**src/rtl/winograd_pkg.sv**
```systemverilog
`timescale 1ns/1ps
`default_nettype none
// ============================================================================
//  Package     : winograd_pkg
//  Description : Shared constants, scheduler state encoding and the
//                dimension-validity helper for the F(4x4,3x3) Winograd
//                tile scheduler.
//  Revision    : 1.0 - initial release
// ============================================================================
package winograd_pkg;

  localparam int WG_TILE = 6;  // input tile side
  localparam int WG_OUT  = 4;  // output tile side (= tile stride)
  localparam int WG_KER  = 3;  // kernel side

  typedef enum logic [2:0] {
    ST_IDLE   = 3'd0,
    ST_FETCH  = 3'd1,
    ST_FIRE   = 3'd2,
    ST_WAIT   = 3'd3,
    ST_WRITE  = 3'd4,
    ST_NEXT   = 3'd5,
    ST_FINISH = 3'd6
  } wg_sched_state_t;

  // A side is usable when it holds a whole number of overlapping tiles:
  // value = 4k+2, at least one tile, and no larger than the RAM allows.
  function automatic logic wg_dim_valid(input int unsigned dim,
                                        input int unsigned max_dim);
    return (dim >= WG_TILE) && (dim <= max_dim) &&
           ((dim % WG_OUT) == (WG_KER - 1));
  endfunction

endpackage
`default_nettype wire

```
**src/rtl/winograd_tile_addr_gen.sv**
```systemverilog
`timescale 1ns/1ps
`default_nettype none
// ============================================================================
//  Module      : winograd_tile_addr_gen
//  Description : Tile (tr,tcl) and in-tile element (i,j) counters plus the
//                row-major RAM address arithmetic for the fetch (6x6 window,
//                stride img_cols) and write-back (4x4 block, stride out_cols)
//                phases.
//  Ports       : clk, rst          - clock, async active-high reset
//                load              - latch dimensions, zero all counters
//                img_rows/img_cols - input map size (sampled on load)
//                wr_phase          - 1: 4x4 write geometry, 0: 6x6 read
//                step              - advance to next element
//                elem_clr          - restart element walk of current tile
//                tile_adv          - advance to next tile, restart elements
//                elem              - linear element index within the tile
//                last_tile         - current tile is the final one
//                rd_addr / wr_addr - input / output RAM addresses
//  Revision    : 1.0 - initial release
// ============================================================================
module winograd_tile_addr_gen
  import winograd_pkg::*;
#(
  parameter int MAX_DIM    = 34,
  parameter int ADDR_WIDTH = $clog2(MAX_DIM*MAX_DIM),
  parameter int DIM_WIDTH  = $clog2(MAX_DIM+1)
) (
  input  logic                  clk,
  input  logic                  rst,
  input  logic                  load,
  input  logic [DIM_WIDTH-1:0]  img_rows,
  input  logic [DIM_WIDTH-1:0]  img_cols,
  input  logic                  wr_phase,
  input  logic                  step,
  input  logic                  elem_clr,
  input  logic                  tile_adv,
  output logic [5:0]            elem,
  output logic                  last_tile,
  output logic [ADDR_WIDTH-1:0] rd_addr,
  output logic [ADDR_WIDTH-1:0] wr_addr
);

  logic [DIM_WIDTH-1:0] tr_q, tr_d, tc_q, tc_d;
  logic [DIM_WIDTH-1:0] cols_q, cols_d;
  logic [DIM_WIDTH-1:0] ntr_q, ntr_d, ntc_q, ntc_d;  // tiles per column / row
  logic [2:0]           i_q, i_d, j_q, j_d;
  logic [5:0]           elem_q, elem_d;
  logic [2:0]           j_last;

  logic [ADDR_WIDTH-1:0] row_a, col_a, cols_a;

  assign j_last = wr_phase ? 3'(WG_OUT - 1) : 3'(WG_TILE - 1);

  always_comb begin
    tr_d   = tr_q;
    tc_d   = tc_q;
    cols_d = cols_q;
    ntr_d  = ntr_q;
    ntc_d  = ntc_q;
    i_d    = i_q;
    j_d    = j_q;
    elem_d = elem_q;
    if (load) begin
      tr_d   = '0;
      tc_d   = '0;
      i_d    = '0;
      j_d    = '0;
      elem_d = '0;
      cols_d = img_cols;
      ntr_d  = (img_rows - DIM_WIDTH'(2)) >> 2;
      ntc_d  = (img_cols - DIM_WIDTH'(2)) >> 2;
    end else if (tile_adv) begin
      i_d    = '0;
      j_d    = '0;
      elem_d = '0;
      if (tc_q == ntc_q - DIM_WIDTH'(1)) begin
        tc_d = '0;
        tr_d = tr_q + DIM_WIDTH'(1);
      end else begin
        tc_d = tc_q + DIM_WIDTH'(1);
      end
    end else if (elem_clr) begin
      i_d    = '0;
      j_d    = '0;
      elem_d = '0;
    end else if (step) begin
      elem_d = elem_q + 6'd1;
      if (j_q == j_last) begin
        j_d = '0;
        i_d = i_q + 3'd1;
      end else begin
        j_d = j_q + 3'd1;
      end
    end
  end

  always_ff @(posedge clk or posedge rst) begin
    if (rst) begin
      tr_q   <= '0;
      tc_q   <= '0;
      cols_q <= '0;
      ntr_q  <= '0;
      ntc_q  <= '0;
      i_q    <= '0;
      j_q    <= '0;
      elem_q <= '0;
    end else begin
      tr_q   <= tr_d;
      tc_q   <= tc_d;
      cols_q <= cols_d;
      ntr_q  <= ntr_d;
      ntc_q  <= ntc_d;
      i_q    <= i_d;
      j_q    <= j_d;
      elem_q <= elem_d;
    end
  end

  // Both phases share the tile origin (4tr, 4tcl); only the row stride differs.
  assign row_a  = ADDR_WIDTH'({tr_q, 2'b00}) + ADDR_WIDTH'(i_q);
  assign col_a  = ADDR_WIDTH'({tc_q, 2'b00}) + ADDR_WIDTH'(j_q);
  assign cols_a = ADDR_WIDTH'(cols_q);

  assign rd_addr   = row_a * cols_a + col_a;
  assign wr_addr   = row_a * (cols_a - ADDR_WIDTH'(2)) + col_a;
  assign elem      = elem_q;
  assign last_tile = (tr_q == ntr_q - DIM_WIDTH'(1)) &&
                     (tc_q == ntc_q - DIM_WIDTH'(1));

endmodule
`default_nettype wire

```
**src/rtl/winograd_tile_scheduler.sv**
```systemverilog
`timescale 1ns/1ps
`default_nettype none
// ============================================================================
//  Module      : winograd_tile_scheduler
//  Description : Walks overlapping 6x6 input tiles (stride 4) across a
//                feature map, fetches each into a tile buffer, fires the
//                tile_controller, captures its 4x4 result and writes it to
//                the output map.
//  Ports       : clk, rst            - clock, async active-high reset
//                start               - request (honoured only when idle)
//                img_rows, img_cols  - input map size, sampled at start
//                rd_en/rd_addr/rd_data - input RAM (1-cycle read latency)
//                wr_en/wr_addr/wr_data - output RAM
//                tc_start/tc_tile    - tile_controller launch and operand
//                tc_result/tc_done   - tile_controller result and ready level
//                busy, done, error   - status
//  Revision    : 1.0 - initial release
// ============================================================================
module winograd_tile_scheduler
  import winograd_pkg::*;
#(
  parameter int DATA_WIDTH = 16,
  parameter int MAX_DIM    = 34,
  parameter int ADDR_WIDTH = $clog2(MAX_DIM*MAX_DIM)
) (
  input  logic                                clk,
  input  logic                                rst,
  input  logic                                start,
  input  logic [$clog2(MAX_DIM+1)-1:0]        img_rows,
  input  logic [$clog2(MAX_DIM+1)-1:0]        img_cols,
  output logic                                rd_en,
  output logic [ADDR_WIDTH-1:0]               rd_addr,
  input  logic [DATA_WIDTH-1:0]               rd_data,
  output logic                                wr_en,
  output logic [ADDR_WIDTH-1:0]               wr_addr,
  output logic [DATA_WIDTH-1:0]               wr_data,
  output logic                                tc_start,
  output logic [0:5][0:5][DATA_WIDTH-1:0]     tc_tile,
  input  logic [0:3][0:3][DATA_WIDTH-1:0]     tc_result,
  input  logic                                tc_done,
  output logic                                busy,
  output logic                                done,
  output logic                                error
);

  localparam int DIM_WIDTH = $clog2(MAX_DIM+1);

  wg_sched_state_t state_q, state_d;

  // Flat row-major tile buffer; same bit layout as the 6x6 port.
  logic [0:35][DATA_WIDTH-1:0]        tile_q, tile_d;
  logic [0:3][0:3][DATA_WIDTH-1:0]    result_q, result_d;
  logic                               cap_en_q, cap_en_d;
  logic [5:0]                         cap_idx_q, cap_idx_d;
  logic                               wait_first_q, wait_first_d;
  logic                               error_q, error_d;

  logic                  dims_ok;
  logic                  gen_load, gen_step, gen_elem_clr, gen_tile_adv, gen_wr_phase;
  logic [5:0]            elem;
  logic                  last_tile;
  logic [ADDR_WIDTH-1:0] gen_rd_addr, gen_wr_addr;

  assign dims_ok = wg_dim_valid(32'(img_rows), 32'(MAX_DIM)) &&
                   wg_dim_valid(32'(img_cols), 32'(MAX_DIM));

  winograd_tile_addr_gen #(
    .MAX_DIM    (MAX_DIM),
    .ADDR_WIDTH (ADDR_WIDTH),
    .DIM_WIDTH  (DIM_WIDTH)
  ) u_addr_gen (
    .clk       (clk),
    .rst       (rst),
    .load      (gen_load),
    .img_rows  (img_rows),
    .img_cols  (img_cols),
    .wr_phase  (gen_wr_phase),
    .step      (gen_step),
    .elem_clr  (gen_elem_clr),
    .tile_adv  (gen_tile_adv),
    .elem      (elem),
    .last_tile (last_tile),
    .rd_addr   (gen_rd_addr),
    .wr_addr   (gen_wr_addr)
  );

  always_comb begin
    state_d      = state_q;
    tile_d       = tile_q;
    result_d     = result_q;
    cap_en_d     = 1'b0;
    cap_idx_d    = elem;
    wait_first_d = wait_first_q;
    error_d      = 1'b0;
    gen_load     = 1'b0;
    gen_step     = 1'b0;
    gen_elem_clr = 1'b0;
    gen_tile_adv = 1'b0;
    gen_wr_phase = 1'b0;
    rd_en        = 1'b0;
    wr_en        = 1'b0;
    tc_start     = 1'b0;
    busy         = 1'b1;
    done         = 1'b0;

    // Read data lags its strobe by one cycle, so capture uses the delayed index.
    if (cap_en_q) begin
      tile_d[cap_idx_q] = rd_data;
    end

    case (state_q)
      ST_IDLE: begin
        busy = 1'b0;
        if (start) begin
          if (dims_ok) begin
            gen_load = 1'b1;
            state_d  = ST_FETCH;
          end else begin
            error_d = 1'b1;
          end
        end
      end
      ST_FETCH: begin
        // 36 read cycles, then one more to land the last word.
        if (elem < 6'd36) begin
          rd_en    = 1'b1;
          cap_en_d = 1'b1;
          gen_step = 1'b1;
        end else begin
          gen_elem_clr = 1'b1;
          state_d      = ST_FIRE;
        end
      end
      ST_FIRE: begin
        tc_start     = 1'b1;
        wait_first_d = 1'b1;
        state_d      = ST_WAIT;
      end
      ST_WAIT: begin
        // tc_done may still reflect the previous tile in the first cycle.
        wait_first_d = 1'b0;
        if (!wait_first_q && tc_done) begin
          result_d = tc_result;
          state_d  = ST_WRITE;
        end
      end
      ST_WRITE: begin
        gen_wr_phase = 1'b1;
        wr_en        = 1'b1;
        gen_step     = 1'b1;
        if (elem == 6'd15) begin
          state_d = ST_NEXT;
        end
      end
      ST_NEXT: begin
        gen_tile_adv = 1'b1;
        state_d      = last_tile ? ST_FINISH : ST_FETCH;
      end
      ST_FINISH: begin
        busy    = 1'b0;
        done    = 1'b1;
        state_d = ST_IDLE;
      end
      default: begin
        busy    = 1'b0;
        state_d = ST_IDLE;
      end
    endcase
  end

  always_ff @(posedge clk or posedge rst) begin
    if (rst) begin
      state_q      <= ST_IDLE;
      tile_q       <= '0;
      result_q     <= '0;
      cap_en_q     <= 1'b0;
      cap_idx_q    <= '0;
      wait_first_q <= 1'b0;
      error_q      <= 1'b0;
    end else begin
      state_q      <= state_d;
      tile_q       <= tile_d;
      result_q     <= result_d;
      cap_en_q     <= cap_en_d;
      cap_idx_q    <= cap_idx_d;
      wait_first_q <= wait_first_d;
      error_q      <= error_d;
    end
  end

  assign rd_addr = rd_en ? gen_rd_addr : '0;
  assign wr_addr = wr_en ? gen_wr_addr : '0;
  assign wr_data = wr_en ? result_q[elem[3:2]][elem[1:0]] : '0;
  assign tc_tile = tile_q;
  assign error   = error_q;

endmodule
`default_nettype wire

```
**config.mk**
```make
export PLATFORM = sky130hd
export DESIGN_NAME = winograd_tile_scheduler
export DESIGN_NICKNAME = d
export VERILOG_FILES = /design/src/rtl/winograd_pkg.sv /design/src/rtl/winograd_tile_addr_gen.sv /design/src/rtl/winograd_tile_scheduler.sv
export SDC_FILE = /design/constraint.sdc
export NUM_CORES = 2
export LEC_CHECK = 0
export CAP_MARGIN = 20
export CORE_MARGIN = 2
export CORE_UTILIZATION = 25
export DETAILED_ROUTE_END_ITERATION = 16
export GPL_TIMING_DRIVEN = 1
export PLACE_DENSITY = 0.52
export SKIP_CTS_REPAIR_TIMING = 1
export SYNTH_ARGS = -nofsm -noshare
export SYNTH_HDL_FRONTEND = slang
export SYNTH_SLANG_ARGS = --single-unit
```
**constraint.sdc**
```tcl
create_clock -name clk -period 33.3 [get_ports clk]
set_input_delay 4.995 -clock clk [delete_from_list [all_inputs] [get_ports clk]]
set_output_delay 4.995 -clock clk [all_outputs]
set_load 0.05 [all_outputs]
```
==> flow_summary.ini <==
[critical_path]
start_kind = register
cp_cell_sequence = clkinv_1, ha_1, nor3b_1, xor2_1, nand2_1, fa_1, inv_1, fa_1, inv_1, fa_1, inv_1, fa_1, inv_1, fa_1, inv_1, ha_1, or4_1, o22ai_1, o21ai_0, xnor2_1, nor2_1, clkdlybuf4s50_1
cp.required_ps = 28300
r2r_slack_ps = 29370
end_kind = primary output
arrival_ps = 7570
slowest_delay_ps = 810
r2r_end = result_q[222]
critPathSlowestCell = clkdlybuf4s50_1
path_max_fanout = 13
worstSetupPathType = reg2out
r2r.worst_path.cells = 7
r2r-start = state_q[1]

[logic_synthesis]
yosys-top-cells-area = dfrtp_1 (56%), mux2_2 (24%), mux4_2 (4.6%)
synthTopCellsByCount = dfrtp_1 (882), mux2_2 (832), inv_1 (117)
synthCells = 2710
synth_nets = 3128
ys_seq_area_frac = 0.559
synthMostInstantiatedCell = dfrtp_1
syn_avg_cell_area_um2 = 14.6
synthesis.area_um2 = 39500
yosysWarnings = 0
synth_top_area_frac = 0.559
synth_edf_count = 0
async_flop_share = 1.00
synth_top_cell_by_area = dfrtp_1
synth.distinct_cells = 64
synth_ff_type = dfrtp_1
synth-seq-cells = 882

[global_routing]
grt_overflow = 0
antenna_found_initial = 28
grt_usage = 0.178
grt_max_degree = 140
grt_pass1_vias = 26915
grt_first_pass_wirelength_mm = 207

[die]
die_width_um = 401
start_util = 0.252
die_area_um2 = 161000
core_um2 = 156000
die_h_um = 401
io_pins = 908
row_count = 145

[sta]
finalHoldViolCount = 0
hold_slack_ps = 441
timing.fmax_mhz = 79.6
grt_setup_unrepaired = no
setup_viol = 0
fin_tns_setup_ps = 0
skew_ps = 80.3
finalCritPeriodShare = 0.377
slew_headroom = 0.246
worst_slack_ps = 20740
slew_viol_final = 0
period_needed_ps = 12560
worst_pin_slew_ps = 1130

[clock_network]
root_buffer = clkbuf_16
cts.htree.levels = 3
clkLatencyLatePin_ps = 750
clockBufferDepth = 3
cts_inserted_buffers = 105
clkTransAtPathRegs_ps = 60
clock-sinks = 882
cts_tree = built

[hold_path]
hp-start = u_addr_gen.elem[0]
hold_depth = 0
min_path_type = reg2reg
whs_endpoint = cap_idx_q[0]

[routing]
ant_nets = 0
post_drt_wl_per_cell_um = 25.2
routed_wirelength_mm = 145
via_count = 25764
viasPerCell = 4.48
drc = 0
dr.pass1.iters = 5
drt_iter0_drc = 1157

[placed_design]
io_buffers = 907
pre_cts_slack_ps = 21460
dpl.hpwl_mm = 106
gp_congestion = 0.798

[power]
cellPowerDensity_nw_per_um2 = 101
p_total_w = 0.00551
p_leak_nw = 23.3
ir_worst_vdd_mv = 0.0542

[finish]
drive_gt1_frac = 0.319
multi_input_area_um2 = 16300
regArea_um2 = 22100
layout.nets = 4022
syn2layout_area_growth_pct = 37.7
nFillCells = 15444

[run]
cap_violations = 0

[status]
status = complete, no violations
-- worst max path at each step --
stage	start	end	slack, ps	depth (start not counted)
after floorplan	rst	cap_en_q	3510	1
after global placement	u_addr_gen.cols_q[1]	wr_addr[10]	21520	22
after detailed placement	u_addr_gen.cols_q[1]	wr_addr[10]	21460	22
after CTS	u_addr_gen.cols_q[1]	wr_addr[10]	20680	22
after global routing	u_addr_gen.cols_q[1]	wr_addr[10]	20180	22
final	u_addr_gen.cols_q[1]	wr_addr[10]	20740	22
-- layout by cell type, fill, tap and decap left out, types with 7 or more instances in the layout --
cell	synthesis	final
a21o_1	7	7
a21oi_1	18	18
and2_1	50	50
and3_1	9	9
buf_2	55	16
buf_4	2	44
clkbuf_1	104	30
clkbuf_16	0	105
clkbuf_8	0	21
clkdlybuf4s50_1	0	891
clkinv_2	0	17
dfrtp_1	882	878
fa_1	66	66
ha_1	64	64
inv_1	117	116
mux2_2	832	832
mux4_2	80	80
nand2_1	102	102
nand2b_1	14	14
nand3_1	19	19
nor2_1	63	56
nor2_2	9	12
nor2b_1	20	20
nor3_1	24	23
o21ai_0	25	25
xnor2_1	34	34
xor2_1	30	30
-- where the power goes --
group / internal [W] / leakage, nW / total (W) / switching (W)
Combinational: 0.00104 / 10.5 / 0.00263 / 0.00159
Clock: 0.000666 / 1.71 / 0.00116 / 0.000495
Sequential: 0.00146 / 11.0 / 0.00172 / 0.000262
Total: 0.00316 / 23.3 / 0.00551 / 0.00235
-- metrics by stage --
| stage | instance area, µm² | instances | util |
|---|---|---|---|
| finish | 54300 | 5754 | 0.347 |
| global route | 54300 | 5750 | 0.347 |
| CTS | 54300 | 5747 | 0.347 |
| detailed placement | 50800 | 5554 | 0.325 |
| global placement | 50700 | 5552 | 0.324 |
| floorplan | 39500 | 2710 | - |
-- worst max-delay path, delay by kind of cell, from the launching register on --
kind / cells / cell delay [ps]
adders and majority gates: 7 / 3060
buffers and inverters: 7 / 1440
and+or+nand+nor: 4 / 860
DFF: 1 / 590
xor gates and xnor gates: 2 / 570
AOI/OAI and AO/OA: 2 / 380
-- per-layer routing --
| layer | GRT usage | vias up | wire (µm) |
|---|---|---|---|
| met4 | 0.0534 | 32 | 4470 |
| met3 | 0.0610 | 197 | 11100 |
| met2 | 0.313 | 795 | 73300 |
| met5 | 0 | - | 228 |
| li1 | - | 11280 | - |
| met1 | 0.202 | 13460 | 56000 |
-- cells by family after synthesis --
logic type,count (synthesis),share of synthesized area
adders and majority gates,130,0.0538
DFF,882,0.559
and+or+nand+nor,341,0.0435
xor gates and xnor gates,65,0.0148
AOI/OAI and AO/OA,88,0.0148
muxes,916,0.284
buffers and inverters,288,0.0295
-- sequential cells by signal, summed over array words and instances, names as in the netlist --
name / flops
u_addr_gen.cols_q: 6
u_addr_gen.tr_q: 6
u_addr_gen.tc_q: 6
u_addr_gen.ntr_q: 4
state_q: 3
cap_idx_q: 6
u_addr_gen.i_q: 3
u_addr_gen.j_q: 3
u_addr_gen.ntc_q: 4
error: 1
wait_first_q: 1
cap_en_q: 1
tc_tile: 576
u_addr_gen.elem: 6
result_q: 256
-- layout make-up --
| cell class | count | area share |
|---|---|---|
| clock inverters | 37 | 0.00887 |
| diodes | 6 | 0.000276 |
| well taps | 2058 | 0.0474 |
| repair buffers | 955 | 0.173 |
| flip-flops and latches | 882 | 0.407 |
| clock buffers | 156 | 0.0558 |
| inverters | 120 | 0.00843 |
| multi-input cells | 1540 | 0.299 |
(Power assumes the default switching activity.)
